### src/rtl/tc_operand_stream_tx.sv
// Operand-SRAM to AXI-Stream transmitter feeding one tensor-core operand port.
// Reads num_beats consecutive words into a 2-entry FIFO and streams them out with tlast.
module tc_operand_stream_tx #(
    parameter int DATA_WIDTH = 256,
    parameter int ADDR_WIDTH = 10,
    parameter int CNT_WIDTH  = 8
) (
    input  logic                  clk,
    input  logic                  rst_n,
    input  logic                  start,
    input  logic [ADDR_WIDTH-1:0] base_addr,
    input  logic [CNT_WIDTH-1:0]  num_beats,
    input  logic                  abort,
    output logic                  busy,
    output logic                  done,
    output logic                  mem_rd_en,
    output logic [ADDR_WIDTH-1:0] mem_rd_addr,
    input  logic [DATA_WIDTH-1:0] mem_rd_data,
    output logic [DATA_WIDTH-1:0] m_axis_tdata,
    output logic                  m_axis_tvalid,
    output logic                  m_axis_tlast,
    input  logic                  m_axis_tready
);

    typedef enum logic [1:0] {
        IDLE,
        RUN,
        DONE
    } state_t;

    state_t                state, state_next;
    logic [ADDR_WIDTH-1:0] base_q;
    logic [CNT_WIDTH-1:0]  num_q;
    logic [CNT_WIDTH-1:0]  issued;
    logic [CNT_WIDTH-1:0]  sent;
    logic                  inflight;

    logic [DATA_WIDTH-1:0] fifo_mem [2];
    logic                  wr_ptr;
    logic                  rd_ptr;
    logic [1:0]            fifo_count;

    logic                  pop;
    logic                  push;
    logic                  last_beat;
    logic                  abort_run;
    logic [2:0]            occupancy;
    logic                  rd_req;

    assign m_axis_tvalid = (fifo_count != 2'd0);
    assign m_axis_tdata  = fifo_mem[rd_ptr];
    assign pop           = m_axis_tvalid && m_axis_tready;
    assign last_beat     = (sent == num_q - CNT_WIDTH'(1));
    assign m_axis_tlast  = m_axis_tvalid && last_beat;

    // A final-beat handshake wins over abort so the transfer ends with its tlast delivered.
    assign abort_run = abort && (state == RUN) && !(pop && last_beat);
    assign push      = inflight && !abort_run;

    // Words held or on their way back; a read is allowed if a slot frees by the response cycle.
    assign occupancy = 3'(fifo_count) + 3'(inflight);
    assign rd_req    = (state == RUN) && !abort_run && (issued < num_q)
                       && (occupancy < 3'd2 + 3'(pop));

    assign mem_rd_en   = rd_req;
    assign mem_rd_addr = base_q + ADDR_WIDTH'(issued);
    assign busy        = (state != IDLE);
    assign done        = (state == DONE);

    // NOTE: every output of a combinational block gets a default first, so no latch is inferred.
    always_comb begin
        state_next = state;
        case (state)
            IDLE: begin
                if (start) begin
                    state_next = (num_beats == '0) ? DONE : RUN;
                end
            end
            RUN: begin
                if (abort_run || (pop && last_beat)) begin
                    state_next = DONE;
                end
            end
            DONE:    state_next = IDLE;
            default: state_next = IDLE;
        endcase
    end

    // NOTE: sequential state uses non-blocking assignments so all registers update together at the edge.
    always_ff @(posedge clk or negedge rst_n) begin
        if (!rst_n) begin
            state    <= IDLE;
            base_q   <= '0;
            num_q    <= '0;
            issued   <= '0;
            sent     <= '0;
            inflight <= 1'b0;
        end else begin
            state    <= state_next;
            inflight <= rd_req;
            if (state == IDLE && start) begin
                base_q <= base_addr;
                num_q  <= num_beats;
                issued <= '0;
                sent   <= '0;
            end else if (state == RUN) begin
                if (rd_req) begin
                    issued <= issued + CNT_WIDTH'(1);
                end
                if (pop) begin
                    sent <= sent + CNT_WIDTH'(1);
                end
            end
        end
    end

    // NOTE: the FIFO storage is reset because its head drives m_axis_tdata, which must read 0 out of reset.
    always_ff @(posedge clk or negedge rst_n) begin
        if (!rst_n) begin
            fifo_mem[0] <= '0;
            fifo_mem[1] <= '0;
            wr_ptr      <= 1'b0;
            rd_ptr      <= 1'b0;
            fifo_count  <= 2'd0;
        end else if (abort_run) begin
            wr_ptr     <= 1'b0;
            rd_ptr     <= 1'b0;
            fifo_count <= 2'd0;
        end else begin
            if (push) begin
                fifo_mem[wr_ptr] <= mem_rd_data;
                wr_ptr           <= ~wr_ptr;
            end
            if (pop) begin
                rd_ptr <= ~rd_ptr;
            end
            fifo_count <= fifo_count + 2'(push) - 2'(pop);
        end
    end

endmodule

### config.mk
export PLATFORM = sky130hd
export DESIGN_NAME = tc_operand_stream_tx
export DESIGN_NICKNAME = d
export VERILOG_FILES = /design/src/rtl/tc_operand_stream_tx.sv
export SDC_FILE = /design/constraint.sdc
export NUM_CORES = 1
export LEC_CHECK = 0
export CAP_MARGIN = 20
export CORE_MARGIN = 2
export CORE_UTILIZATION = 45
export DETAILED_ROUTE_END_ITERATION = 12
export PLACE_DENSITY = 0.75
export SKIP_CTS_REPAIR_TIMING = 1
export SYNTH_ARGS = -nofsm -noshare
export SYNTH_HDL_FRONTEND = slang
export SYNTH_SLANG_ARGS = --single-unit
### constraint.sdc
create_clock -name clk -period 3.5 [get_ports clk]
set_clock_uncertainty 0.1 [all_clocks]
set_input_delay 0.875 -clock clk [delete_from_list [all_inputs] [get_ports clk]]
set_output_delay 0.875 -clock clk [all_outputs]
set_load 0.01 [all_outputs]
==> results.sh, run 1 <==
export IMPL_status="complete, but fails checks"
export IMPL_violations="negative setup slack"
export IMPL_critPathMaxStageDelay_ps=550
export IMPL_syn_cell_area_um2=24600
export IMPL_synth_cell_type_count=45
export IMPL_yosysTopAreaCellShare_pct=56.3
export IMPL_ant_nets=0
export IMPL_peakVddDrop_uv=595
export IMPL_vias=16100
export IMPL_ys_warnings_count=0
export IMPL_worstSkewPairLatency_ps=590
export IMPL_first_iter_violations=631
export IMPL_min_path_type="input pin to asynchronous set/reset pin"
export IMPL_antenna_found_initial=16
export IMPL_die_h_um=238
export IMPL_timing_final_crit_share_pct=113
export IMPL_grt_pass1_wl_mm=98.1
export IMPL_drc=0
export IMPL_layout_area_overhead_vs_synth_pct=40.9
export IMPL_utilization_pct=64.2
export IMPL_cts_root_buf="clkbuf_16"
export IMPL_dieArea_um2=56500
export IMPL_leakage_uw=0.0148
export IMPL_worst_pin_slew_ps=548
export IMPL_htreeDepth=2
export IMPL_rsz0062_at_grt="yes"
export IMPL_coreArea_um2=53900
export IMPL_r2r_start="num_q[0]$_DFFE_PN0P_"
export IMPL_firstDrtPassIters=4
export IMPL_internal_power_uw=22900
export IMPL_critical_path_required_ps=2520
export IMPL_async_reset_ff_share_pct=100
export IMPL_grt_max_degree=86
export IMPL_hpwlAfterDp_mm=46.0
export IMPL_fin_crit_ps=3940
export IMPL_crit_path_start="num_q[0]$_DFFE_PN0P_"
export IMPL_setup_tns_ps=-43120
export IMPL_reg2reg_depth=13
export IMPL_pwr_share_seq_pct=33.1
export IMPL_yosys_area_top_type="dfrtp_1"
export IMPL_path_cells="buf_4 -> buf_4 -> xor2_1 -> nand3_1 -> or4b_4 -> o41a_1 -> nor3_2 -> buf_4 -> buf_6"
export IMPL_path_common_cell="buf_4"
export IMPL_io_buffers=549
export IMPL_setup_viol=259
export IMPL_clkSinkCount=553
export IMPL_slowest_stage="or4b_4"
export IMPL_pre_cts_ws_ps=-222
export IMPL_drv_cap=0
export IMPL_clockBufferDepth=3
export IMPL_fp_dieW_um=238
export IMPL_startpoint_type="register"
export IMPL_dp_cells=2918
export IMPL_avgRoutedWirePerCell_um=21.7
export IMPL_finalWirelength_mm=67.0
export IMPL_p_comb_share_pct=48.4
export IMPL_drive_gt1_share_pct=42.5
export IMPL_syn_num_nets=1964
export IMPL_slew_violations=0
export IMPL_worst_slack_ps=-441
export IMPL_r2r_setup_slack_ps=-220
export IMPL_ys_seq_area_share_pct=56.3
export IMPL_rows=85
export IMPL_ys_seq_elements=553
export IMPL_place_area_um2=31600
export IMPL_finalInstanceArea_um2=34600
export IMPL_layout_nets=2632
export IMPL_gp_routability_congestion=0.838
export IMPL_cts_buffers=58
export IMPL_fmax_mhz=254
export IMPL_overflow=0
export IMPL_crit_type="register to output pin"
export IMPL_p_sw_uw=10300
export IMPL_yosys_top_cells_area="dfrtp_1, mux2_2, mux2_1, ha_1, nand2_1"
export IMPL_track_usage_pct=22.2
export IMPL_synth_edf_count=0
export IMPL_start_util_pct=45.6
export IMPL_sw_frac_of_total_pct=31.0
export IMPL_fin_cells=3084
export IMPL_ioPinCount=550
export IMPL_reg2reg_to="fifo_mem[379]$_DFFE_PN0P_"
export IMPL_synthCells=1662
export IMPL_drt_vias_per_instance=5.23
export IMPL_worstPathArrival_ps=2970
export IMPL_grt_pass1_vias=17300
export IMPL_hold_viol=0
export IMPL_cts_tree="done"
export IMPL_slew_headroom_pct=63.1
export IMPL_path_clk_slew_ps=60
export IMPL_syn_area_per_cell_um2=14.8
export IMPL_pwr_density_cell_nw_per_um2=960
export IMPL_clkPwrFrac_pct=18.6
export IMPL_crit_path_end_kind="output pin"
export IMPL_critPathMaxFanout=4
export IMPL_synthFlopType="dfrtp_1"
area by class of cell:
cell class	instances	area [µm²]
tap	696	871
timing repair buffer	700	7630
sequential	553	13800
clock buffer	87	1720
inverter	22	82.6
clock inverter	17	193
multi-input combinational	995	10300
antenna	14	35.0
fill	3865	19300
kinds of logic after synthesis:
logic type / after synthesis / share of synthesized area, %
multiplexers: 769 / 35.2
flip-flops: 553 / 56.3
AND/OR/NAND/NOR: 123 / 2.45
buffers and inverters: 114 / 2.48
AO/OA/AOI/OAI: 52 / 1.35
XOR/XNOR: 28 / 0.998
adder cells (fa/ha/maj): 23 / 1.20
per-layer routing:
metal	part of all wire, %	vias to the layer above	track usage (%)
met5	0.079	-	0
met3	7.0	124	6.21
met2	49	447	37.0
met1	41	8247	27.2
met4	3.5	8	8.81
li1	-	7303	-
Yosys cell counts, types with 4 or more instances:
cell	n
nand2_1	51
nor2b_1	6
mux2_1	38
buf_6	10
a21oi_1	11
clkbuf_1	36
dfrtp_1	553
buf_2	26
and3_1	6
inv_1	22
ha_1	22
and2_1	7
buf_4	20
nand2b_1	4
xor2_1	13
nor3_1	5
o21ai_0	18
xnor2_1	15
a21o_1	7
nor4_1	6
nand3_1	9
mux2_2	730
nor2_1	18
flip-flops by register name (all words and copies together), names as in the netlist:
signal	count
fifo_mem	512
rd_ptr	1
sent	8
base_q	10
state	2
fifo_count	2
wr_ptr	1
inflight	1
issued	8
num_q	8
through the flow:
stage	total power [µW]	hold slack [ps]
after global routing	35000	125
final	33200	113
after global placement	25900	362
after CTS	32800	96.0
after detailed placement	26400	371
after floorplan	18900	352
worst max-delay path by stage:
| stage | to | cells after the start |
|---|---|---|
| 6_report | mem_rd_en | 9 |
| 5_1_grt | mem_rd_en | 9 |
| 4_1_cts | mem_rd_en | 9 |
| 3_5_place_dp | mem_rd_en | 6 |
| 3_3_place_gp | mem_rd_en | 8 |
| 2_1_floorplan | mem_rd_en | 7 |
layout by cell type, fill, tap and decap left out, drive strengths merged, types with 2 or more instances in the layout:
cell             n
ha              22
nor4             6
a21o             7
clkinv          11
dfrtp          553
a31o             2
diode           14
a211oi           2
buf            134
a2111oi          2
xor2            13
mux2           768
nand4            2
nor3b            2
xnor2           15
dlymetal6s2s     2
and3             6
clkbuf         111
clkdlybuf4s50  540
nor3             5
nor2b            6
nand2           51
o21ai           18
inv             24
bufinv           4
nand2b           4
or2              2
nor2            18
o31ai            2
a21oi           11
nand3            9
and2             7
a31oi            2
worst max-delay path: cells and delay by family, from the launching register on:
family                 cells  cell delay [ps]
XOR/XNOR                   1              140
AND/OR/NAND/NOR            3              850
buffers and inverters      4              530
AO/OA/AOI/OAI              1              470
flip-flops                 1              390
power groups by stage:
stage               clock network [µW]  registers (µW)  logic (µW)
finish                            6170           11000       16100
global route                      6590           11400       17000
CTS                               6310           11000       15500
detailed placement                   0           11100       15300
global placement                     0           10800       15100
floorplan                            0           10600        8310
(Power assumes the default switching activity.)
==> inputs of run 2 (changes only) <==
--- a/config.mk
+++ b/config.mk
@@ -8,6 +8,7 @@
 export CAP_MARGIN = 20
 export CORE_MARGIN = 2
 export CORE_UTILIZATION = 45
+export CTS_CLUSTER_SIZE = 25
 export DETAILED_ROUTE_END_ITERATION = 12
 export PLACE_DENSITY = 0.75
 export SKIP_CTS_REPAIR_TIMING = 1
==> results of run 2 <==
No change in the layout: final DEF, timing and power equal those of run 1.
==> inputs of run 3 (changes only) <==
--- a/config.mk
+++ b/config.mk
@@ -8,7 +8,6 @@
 export CAP_MARGIN = 20
 export CORE_MARGIN = 2
 export CORE_UTILIZATION = 45
-export CTS_CLUSTER_SIZE = 25
 export DETAILED_ROUTE_END_ITERATION = 12
 export PLACE_DENSITY = 0.75
 export SKIP_CTS_REPAIR_TIMING = 1
==> results of run 3 <==
No change in the layout: final DEF, timing and power equal those of run 1.
